### src/rtl/ps2_key_event.sv
// ps2_key_event
//
// Converts the raw PS/2 scan-code byte stream into decoded key events and
// queues them in a first-word-fall-through FIFO with a ready/valid pop side.
// The E0 (extended) and F0 (break) prefixes are folded into each event, the
// E1 Pause sequence is swallowed, and host/keyboard protocol bytes
// (00, AA, FA, FE, FF) are discarded.
//
// Optional feature macro: PS2_TYPEMATIC_FILTER_EN
//   When defined, an auto-repeated make of the key currently held is neither
//   queued nor counted.
//
// Parameters:
//   FIFO_DEPTH  event queue depth (power of two, >= 2)
//   CNT_W       width of the key-press counter
//
// Ports:
//   clk          clock, all logic on the rising edge
//   rst          synchronous active-high reset
//   in_valid     one-cycle strobe qualifying in_data
//   in_data      received scan-code byte
//   ev_valid     FIFO head holds an event
//   ev_ready     consumer pops the head when ev_valid & ev_ready
//   ev_code      head event scan code, prefixes stripped
//   ev_ext       head event carried an E0 prefix
//   ev_break     head event is a key release
//   ev_mods      {caps, alt, ctrl, shift} snapshot taken with the event
//   mods         live {caps, alt, ctrl, shift}
//   press_count  number of make events queued, wraps
//   overflow     sticky, an event was dropped because the FIFO was full
module ps2_key_event #(
    parameter int FIFO_DEPTH = 8,
    parameter int CNT_W      = 8
) (
    input  logic             clk,
    input  logic             rst,
    input  logic             in_valid,
    input  logic [7:0]       in_data,
    output logic             ev_valid,
    input  logic             ev_ready,
    output logic [7:0]       ev_code,
    output logic             ev_ext,
    output logic             ev_break,
    output logic [3:0]       ev_mods,
    output logic [3:0]       mods,
    output logic [CNT_W-1:0] press_count,
    output logic             overflow
);

    localparam int AW = $clog2(FIFO_DEPTH);
    localparam logic [AW:0]      PTR_ONE = (AW+1)'(1);
    localparam logic [CNT_W-1:0] CNT_ONE = CNT_W'(1);

    typedef enum logic [2:0] {IDLE, EXT, BRK, EXT_BRK, SKIP} state_t;

    typedef struct packed {
        logic [7:0] code;
        logic       ext;
        logic       brk;
        logic [3:0] mods;
    } entry_t;

    state_t     state, state_next;
    logic [2:0] skip_cnt, skip_next;

    logic dec_emit, dec_ext, dec_brk;
    logic suppress;
    logic push_req, do_push, do_pop;

    logic shift_l, shift_r, ctrl_l, ctrl_r, alt_l, alt_r, caps, caps_held;
    logic shift_l_n, shift_r_n, ctrl_l_n, ctrl_r_n, alt_l_n, alt_r_n, caps_n, caps_held_n;
    logic [3:0] mods_n;

    entry_t      mem [FIFO_DEPTH];
    entry_t      head;
    logic [AW:0] wr_ptr, rd_ptr;
    logic        fifo_empty, fifo_full;

    // Prefix decoder: only strobed bytes advance it. An event is emitted on
    // the byte that completes a make or break; the event code is that byte.
    // In SKIP the counter holds how many Pause bytes are still to be eaten.
    always_comb begin
        state_next = state;
        skip_next  = skip_cnt;
        dec_emit   = 1'b0;
        dec_ext    = 1'b0;
        dec_brk    = 1'b0;
        if (in_valid) begin
            case (state)
                IDLE: begin
                    case (in_data)
                        8'hE0: state_next = EXT;
                        8'hF0: state_next = BRK;
                        8'hE1: begin
                            state_next = SKIP;
                            skip_next  = 3'd7;
                        end
                        8'h00, 8'hAA, 8'hFA, 8'hFE, 8'hFF: state_next = IDLE;
                        default: dec_emit = 1'b1;
                    endcase
                end
                EXT: begin
                    case (in_data)
                        8'hF0: state_next = EXT_BRK;
                        8'hE0: state_next = EXT;
                        default: begin
                            dec_emit   = 1'b1;
                            dec_ext    = 1'b1;
                            state_next = IDLE;
                        end
                    endcase
                end
                BRK: begin
                    dec_emit   = 1'b1;
                    dec_brk    = 1'b1;
                    state_next = IDLE;
                end
                EXT_BRK: begin
                    dec_emit   = 1'b1;
                    dec_ext    = 1'b1;
                    dec_brk    = 1'b1;
                    state_next = IDLE;
                end
                SKIP: begin
                    skip_next = skip_cnt - 3'd1;
                    if (skip_cnt <= 3'd1) begin
                        state_next = IDLE;
                        skip_next  = 3'd0;
                    end
                end
                default: begin
                    state_next = IDLE;
                    skip_next  = 3'd0;
                end
            endcase
        end
    end

`ifdef PS2_TYPEMATIC_FILTER_EN
    logic       held_valid;
    logic       held_ext;
    logic [7:0] held_code;
    logic       held_match;

    assign held_match = held_valid && (held_code == in_data) && (held_ext == dec_ext);
    assign suppress   = dec_emit && !dec_brk && held_match;

    // Remember the most recently pressed key so its typematic repeats can be
    // recognised; releasing that key forgets it.
    always_ff @(posedge clk) begin
        if (rst) begin
            held_valid <= 1'b0;
            held_ext   <= 1'b0;
            held_code  <= 8'h00;
        end else if (dec_emit) begin
            if (!dec_brk) begin
                held_valid <= 1'b1;
                held_ext   <= dec_ext;
                held_code  <= in_data;
            end else if (held_match) begin
                held_valid <= 1'b0;
            end
        end
    end
`else
    assign suppress = 1'b0;
`endif

    // Next modifier state. Left/right ctrl and alt are told apart by the E0
    // prefix; shift keys are recognised by code alone. Caps toggles only on
    // the first make after a release so typematic repeats do not flip it.
    always_comb begin
        shift_l_n   = shift_l;
        shift_r_n   = shift_r;
        ctrl_l_n    = ctrl_l;
        ctrl_r_n    = ctrl_r;
        alt_l_n     = alt_l;
        alt_r_n     = alt_r;
        caps_n      = caps;
        caps_held_n = caps_held;
        if (dec_emit && !suppress) begin
            if (in_data == 8'h12) shift_l_n = !dec_brk;
            if (in_data == 8'h59) shift_r_n = !dec_brk;
            if (in_data == 8'h14) begin
                if (dec_ext) ctrl_r_n = !dec_brk;
                else         ctrl_l_n = !dec_brk;
            end
            if (in_data == 8'h11) begin
                if (dec_ext) alt_r_n = !dec_brk;
                else         alt_l_n = !dec_brk;
            end
            if (in_data == 8'h58) begin
                if (!dec_brk) begin
                    if (!caps_held) caps_n = !caps;
                    caps_held_n = 1'b1;
                end else begin
                    caps_held_n = 1'b0;
                end
            end
        end
    end

    assign mods_n = {caps_n, alt_l_n | alt_r_n, ctrl_l_n | ctrl_r_n, shift_l_n | shift_r_n};
    assign mods   = {caps, alt_l | alt_r, ctrl_l | ctrl_r, shift_l | shift_r};

    // Pointers carry one extra wrap bit so full and empty are distinguishable
    // when the index bits coincide.
    assign fifo_empty = (wr_ptr == rd_ptr);
    assign fifo_full  = (wr_ptr[AW] != rd_ptr[AW]) && (wr_ptr[AW-1:0] == rd_ptr[AW-1:0]);

    assign ev_valid = !fifo_empty;
    assign do_pop   = ev_valid && ev_ready;
    assign push_req = dec_emit && !suppress;
    assign do_push  = push_req && (!fifo_full || do_pop);

    assign head     = fifo_empty ? '0 : mem[rd_ptr[AW-1:0]];
    assign ev_code  = head.code;
    assign ev_ext   = head.ext;
    assign ev_break = head.brk;
    assign ev_mods  = head.mods;

    // Event storage; the pointers alone define which entries are live, so
    // the array itself needs no reset.
    always_ff @(posedge clk) begin
        if (do_push) begin
            mem[wr_ptr[AW-1:0]] <= '{code: in_data, ext: dec_ext, brk: dec_brk, mods: mods_n};
        end
    end

    // Decoder, modifier, pointer and status registers.
    always_ff @(posedge clk) begin
        if (rst) begin
            state       <= IDLE;
            skip_cnt    <= 3'd0;
            shift_l     <= 1'b0;
            shift_r     <= 1'b0;
            ctrl_l      <= 1'b0;
            ctrl_r      <= 1'b0;
            alt_l       <= 1'b0;
            alt_r       <= 1'b0;
            caps        <= 1'b0;
            caps_held   <= 1'b0;
            wr_ptr      <= '0;
            rd_ptr      <= '0;
            press_count <= '0;
            overflow    <= 1'b0;
        end else begin
            state     <= state_next;
            skip_cnt  <= skip_next;
            shift_l   <= shift_l_n;
            shift_r   <= shift_r_n;
            ctrl_l    <= ctrl_l_n;
            ctrl_r    <= ctrl_r_n;
            alt_l     <= alt_l_n;
            alt_r     <= alt_r_n;
            caps      <= caps_n;
            caps_held <= caps_held_n;
            if (do_push) wr_ptr <= wr_ptr + PTR_ONE;
            if (do_pop)  rd_ptr <= rd_ptr + PTR_ONE;
            if (do_push && !dec_brk) press_count <= press_count + CNT_ONE;
            if (push_req && !do_push) overflow <= 1'b1;
        end
    end

endmodule

### config.mk
export PLATFORM = sky130hd
export DESIGN_NAME = ps2_key_event
export DESIGN_NICKNAME = d
export VERILOG_FILES = /design/src/rtl/ps2_key_event.sv
export SDC_FILE = /design/constraint.sdc
export NUM_CORES = 1
export LEC_CHECK = 0
export BUFFER_PORTS_ARGS = -buffer_cell sky130_fd_sc_hd__buf_4
export CAP_MARGIN = 25
export CORE_MARGIN = 3
export CORE_UTILIZATION = 45
export DETAILED_ROUTE_END_ITERATION = 7
export PLACE_DENSITY_LB_ADDON = 0.05
export SYNTH_ARGS = -nofsm -noshare
export SYNTH_HDL_FRONTEND = slang
export SYNTH_SLANG_ARGS = --single-unit
### constraint.sdc
create_clock -name clk -period 4.5 [get_ports clk]
set_input_delay 0.45 -clock clk [delete_from_list [all_inputs] [get_ports clk]]
set_output_delay 0.45 -clock clk [all_outputs]
set_load 0.01 [all_outputs]
==> results.toml, run 1 <==
[route]
via_per_inst = 5.493
drt_wl_total_um = 13180
post-route-drc-count = 0
wl_per_cell_um = 20.25
drtIter0Drc = 305
firstDrtPassIters = 4
ant_nets = 0
vias = 3576

[yosys]
syn_area_per_cell_um2 = 14.97
yosys.area_share.adder = 0.01012
yosys_warnings = 0
synth_xor_area_frac = 0.02551
yosys.area_share.simple = 0.1123
syn_nets = 430
synthArstFlopShare = 0
seq_area_frac_synth = 0.6543
yosysMostFrequentCell = "edfxtp_1"
synth_area_leaders = "edfxtp_1 54%, dfxtp_1 11%, mux4_2 10%"
synth_top_family_by_area = "multiplexers"
synth_top_area_frac = 0.5441
synth_top_cell_by_area = "edfxtp_1"
ys_types = 51
synth_compound_area_frac = 0.03988
ys.flop_type = "edfxtp_1"
synth_common_cells = "112 x edfxtp_1, 50 x nor2_1, 34 x dfxtp_1"
syn_area_mm2 = 0.006181
synthMuxAreaShare = 0.1401
synth-seq-cells = 146
synth_edf_count = 112
syn-instance-count = 413

[clocking]
cts_resized = 0
clk_path_buf_depth = 2
clock_sinks = 146
ctsHoldBuffers = 0
clk_pin_slew_ns = 0.06
cts_tree = "built"
worstSkewPairLatency_ns = 0.42
cts_root_buf = "clkbuf_16"
numCtsBuffers = 17
htree_levels = 4
cts_setup_buffers = 0

[floorplanning]
rows = 42
ios = 40
coreArea_mm2 = 0.01335
die_height_um = 123.2
die_w_um = 123.2
start_util = 0.4631
design.die.area_mm2 = 0.01518

[final_layout]
areaGrowthSynthToFinish_pct = 18.95
drive_gt1_frac = 0.2695
layout.nets = 479
diodes = 0
fin_area_mm2 = 0.007352
fillerInstances = 1127
post-route-util = 0.5508

[sta]
final_max_slew_viol_count = 0
fin_skew_ns = 0.005968
maxSlewHeadroom = 0.3936
fin_crit_sh = 0.6675
whs_ns = 0.3230
fmax_mhz = 332.9
max_slew.worst_pin.slew_ns = 0.9062
setup_viol = 0
hold_violations = 0
rsz0062_at_grt = "no"
fin_setup_tns_ns = 0
min_period_ns = 3.004

[grt]
grt_pass1_wl_um = 20720
overflow = 0
antenna_found_initial = 0
grt_pass1_vias = 3643
grt_max_degree = 33
track_usage = 0.1898

[pwr]
p_seq_frac = 0.425
p_int_mw = 2.871
p_clk_frac = 0.373
p_per_area_mw_per_mm2 = 531.0
netSwitchingPower_mw = 1.033
p_sw_frac = 0.2645
cellLeakagePower_nw = 2.524
share_comb_of_total_power = 0.202
ir_drop_mv = 0.2858

[worst_setup_path]
startpoint_type = "register"
required_ns = 4.05
crit_path_max_fanout = 23
crit_path_end_kind = "primary output"
critPathKind = "register to primary output"
worstPathArrival_ns = 2.55

[run_status]
run_status = "completed"

[flow_run]
maxCapViolCount = 0

[placement]
place_area_mm2 = 0.006734
portBuffers = 39
hpwlAfterDp_um = 8164
gp_congestion = 0.8688

[worst_hold_path]
hold_class = "input pin to register"
critical path, cell delays in order (launching register included):
cell and delay [ns]:
dfxtp_2 0.89, buf_4 0.32, mux4_2 0.54, mux2i_1 0.16, nor2_1 0.06, buf_4 0.15
sequential cells by signal, indices dropped and copies added, names as in the netlist, 3 cells and up, named ones only:
register     cells
mem            112
press_count      8
rd_ptr           4
skip_cnt         3
state            3
wr_ptr           4
metrics by stage:
| step | cells | setup WS, ns | power (mW) |
|---|---|---|---|
| 3_5_place_dp | 619 | 1.329 | 2.494 |
| 6_report | 651 | 1.496 | 3.904 |
| 2_1_floorplan | 413 | 1.135 | 2.163 |
| 5_1_grt | 651 | 1.263 | 4.093 |
| 4_1_cts | 651 | 1.382 | 3.958 |
| 3_3_place_gp | 619 | 1.398 | 2.490 |
cells by family (layout without fill, tap and decap cells):
group | count (synthesis) | after routing
multiplexers | 51 | 51
XOR/XNOR | 18 | 18
AO/OA/AOI/OAI | 34 | 34
adder cells (fa/ha/maj) | 5 | 5
flip-flops | 146 | 146
AND/OR/NAND/NOR | 132 | 132
buffers and inverters | 27 | 89
layer usage:
layer  routed length (µm)  GRT usage  part of all wire  up-vias
li1                     -          -                 -     1690
met1                 6208     0.2600              0.47     1806
met2                 6279     0.2946              0.48       62
met3                  436    0.04483             0.033       18
met4                  258    0.07612             0.020        0
met5                    0          0                 0        -
placed cells by master, fill, tap and decap left out, drive strengths merged, types with 2 or more instances in the layout:
cell,netlist,routed
clkinv,0,6
mux2i,22,22
a21oi,13,13
dfxtp,34,34
nand2b,8,8
or4b,2,2
bufinv,0,4
edfxtp,112,112
xnor2,8,8
xor2,10,10
buf,8,51
inv,6,7
mux4,28,28
ha,5,5
a2bb2oi,2,2
and2,3,3
nand3,7,7
clkbuf,13,18
and4,2,2
nor4b,2,2
nor3,16,16
or3,2,2
and3,2,2
or2,4,4
nor2,50,50
nor4,8,8
nand4,7,7
nor2b,4,4
nand2,12,12
o21ai,6,6
a311oi,2,2
clkinvlp,0,3
final cells by class:
class	instances	area [µm²]	area share
multi-input combinational	240	2062	0.2805
timing repair buffer	51	382.9	0.05208
clock buffer	18	429.2	0.05837
clock inverter	14	188.9	0.02570
tap	176	220.2	0.02995
sequential	146	4046	0.5504
inverter	6	22.52	0.003063
power by group through the flow:
stage | Combinational [mW] | Clock, mW | Sequential (mW)
after global placement | 0.798 | 0 | 1.69
after detailed placement | 0.802 | 0 | 1.69
after CTS | 0.807 | 1.48 | 1.67
after floorplan | 0.570 | 0 | 1.59
final | 0.788 | 1.46 | 1.66
after global routing | 0.866 | 1.55 | 1.68
worst paths after layout:
path | slack, ns | cells after the start | to | start
setup reg to reg | 1.68 | 7 | mem[7][2]$_DFFE_PP_ | state[0]$_SDFFE_PP0P_
setup / recovery | 1.50 | 5 | ev_code[4] | register
hold / removal | 0.32 | 1 | mem[6][8]$_DFFE_PP_ | in_data[2]
hold reg to reg | 0.48 | 2 | overflow$_SDFFE_PP0P_ | overflow$_SDFFE_PP0P_
Note: power is estimated with default switching activity, not from simulation.
==> inputs of run 2 (changes only) <==
- ABC_AREA: not set -> 1
- clock period: 4.5 -> 2.5 ns (I/O delays scaled with it)
==> results.toml, run 2 <==
[sta]
maxSlewHeadroom = 0.6912
min_period_ns = 2.308
setup_viol = 0
final_max_slew_viol_count = 0
fmax_mhz = 433.3
hold_violations = 0
fin_setup_tns_ns = 0
fin_skew_ns = 0.006971
max_slew.worst_pin.slew_ns = 0.4627
fin_crit_sh = 0.9232
rsz0062_at_grt = "no"

[clocking]
cts_setup_buffers = 0
cts_resized = 0
htree_levels = 4
clock_sinks = 146
clk_pin_slew_ns = 0.06
cts_tree = "built"
ctsHoldBuffers = 0
numCtsBuffers = 17
worstSkewPairLatency_ns = 0.42
cts_root_buf = "clkbuf_16"
clk_path_buf_depth = 2

[final_layout]
layout_commonest_cell = "nor2_1"
layout.nets = 719
final_cell_mix = "129 x nor2_1, 112 x edfxtp_1, 84 x o21ai_0"
largest_reg_flops = 112
diodes = 0
drive_gt1_frac = 0.1678
areaGrowthSynthToFinish_pct = 19.41

[worst_setup_path]
cp_top_family = "flip-flops"
worstPathArrival_ns = 2.06
r2r_start = "state[1]$_SDFFE_PP0P_"
worst-path-buf-inv = 2
reg2reg_to = "mem[0][11]$_DFFE_PP_"
critPathKind = "register to primary output"
crit_path_end_kind = "primary output"
slowest_stage = "dfxtp_1"
startpoint_type = "register"
reg2reg_depth = 10
cpMostUsedCell = "buf_4"
r2r_setup_slack_ns = 0.25
path_cells = "xnor2_1, nor3b_2, nand2_1, buf_4, o21ai_0, a31oi_1, buf_4"
required_ns = 2.25
startpoint = "wr_ptr[1]$_SDFFE_PP0P_"
cpPeakStageDelay_ns = 0.45
crit_path_max_fanout = 15

[floorplanning]
rows = 43
ios = 40
start_util = 0.4631
die_height_um = 125.8
design.die.area_mm2 = 0.01581
die_w_um = 125.8
coreArea_mm2 = 0.01393

[placement]
gp_congestion = 0.8850
portBuffers = 39
hpwlAfterDp_um = 9553

[yosys]
synth-seq-cells = 146
synth_area_leaders = "edfxtp_1 52%, dfxtp_1 11%, nor2_1 7.5%"
yosysMostFrequentCell = "nor2_1"
yosys_warnings = 0
syn-instance-count = 649
synth_top_area_frac = 0.5211
ys_types = 38
ys.flop_type = "edfxtp_1"
synth_top_cell_by_area = "edfxtp_1"
syn_area_per_cell_um2 = 9.944
syn_nets = 666
synth_common_cells = "129 x nor2_1, 112 x edfxtp_1, 84 x o21ai_0"
syn_area_mm2 = 0.006454
synthArstFlopShare = 0
seq_area_frac_synth = 0.6266
synth_edf_count = 112

[route]
drtIter0Drc = 408
firstDrtPassIters = 5
ant_nets = 0
via_per_inst = 5.312
wl_per_cell_um = 17.24
drt_wl_total_um = 15430
vias = 4754
post-route-drc-count = 0

[pwr]
p_per_area_mw_per_mm2 = 910.4
cellLeakagePower_nw = 2.923
ir_drop_mv = 0.4312
total_power_mw = 7.016

[worst_hold_path]
min_path_cells = 1
hold_end = "mem[2][8]$_DFFE_PP_"
hold_class = "input pin to register"
hp-start = "in_data[2]"

[grt]
grt_pass1_vias = 4567
track_usage = 0.2019
grt_pass1_wl_um = 24540
grt_max_degree = 57
overflow = 0
antenna_found_initial = 0

[run_status]
run_status = "completed"

[flow_run]
maxCapViolCount = 0
-- run 2: changes by cell type after synthesis, sizes merged, moves of 8 or more --
cell | before | now
nand2 | 12 | 87
mux2i | 22 | 0
o22ai | 0 | 14
inv | 6 | 51
mux4 | 28 | 0
nand2b | 8 | 0
nor4 | 8 | 0
o21ai | 6 | 84
a31oi | 0 | 14
nor2 | 50 | 134
nand3 | 7 | 18
a21oi | 13 | 22
-- run 2: how the worst max path moves through the flow --
stage | slack, ns | depth (start not counted) | to
floorplan | -0.02 | 7 | mem[3][0]$_DFFE_PP_
global placement | 0.24 | 15 | mem[0][3]$_DFFE_PP_
detailed placement | 0.19 | 15 | mem[0][12]$_DFFE_PP_
CTS | 0.07 | 7 | ev_code[1]
global route | 0.01 | 7 | ev_code[1]
finish | 0.19 | 7 | ev_code[1]
-- run 2: cell families after synthesis --
logic type / count (synthesis) / share of synthesized area
muxes: 1 / 0.001745
DFF: 146 / 0.6266
buffers and inverters: 80 / 0.04924
adders and majority gates: 5 / 0.009694
and+or+nand+nor: 269 / 0.1832
xor gates and xnor gates: 8 / 0.01086
AOI/OAI and AO/OA: 140 / 0.1187
-- run 2: per-stage QoR --
stage          cell area, µm²  hold slack, ns  utilization  setup WS [ns]  cells
2_1_floorplan            6454          0.3489            -       -0.01501    649
3_3_place_gp             7061          0.4586       0.5067         0.2439    863
3_5_place_dp             7061          0.4587       0.5067         0.1858    863
4_1_cts                  7705         0.06152       0.5529        0.07494    895
5_1_grt                  7706         0.06761       0.5530        0.01461    895
6_report                 7706         0.07750       0.5530         0.1920    895
-- run 2: layer usage --
layer	up-vias	track usage	part of all wire
li1	2352	-	-
met1	2280	0.2679	0.46
met2	99	0.3320	0.48
met3	23	0.04919	0.042
met4	0	0.05994	0.013
met5	-	0	0
-- run 2: power breakdown --
part           internal [mW]  leakage, nW  switching (mW)
Sequential              2.72         1.30          0.0554
Clock                   1.76        0.312           0.922
Combinational          0.572         1.31           0.986
-- run 2: cell type report --
type / instances / area (µm²)
clock buffer: 24 / 524.3
clock inverter: 8 / 120.1
fill: 1212 / 6228
inverter: 54 / 207.7
multi-input combinational: 423 / 2107
sequential: 146 / 4046
tap: 180 / 225.2
timing repair buffer: 60 / 475.5
-- run 2: worst register-to-register path, stage by stage (launching register included) --
cell     delay, ns
dfxtp_1       0.36
nor2_1        0.16
nand2_1       0.18
nor2_1        0.18
nand3_2       0.14
nand2_4       0.17
nand2_8       0.10
inv_6         0.11
nand3_4       0.10
nor2_1        0.10
buf_4         0.31
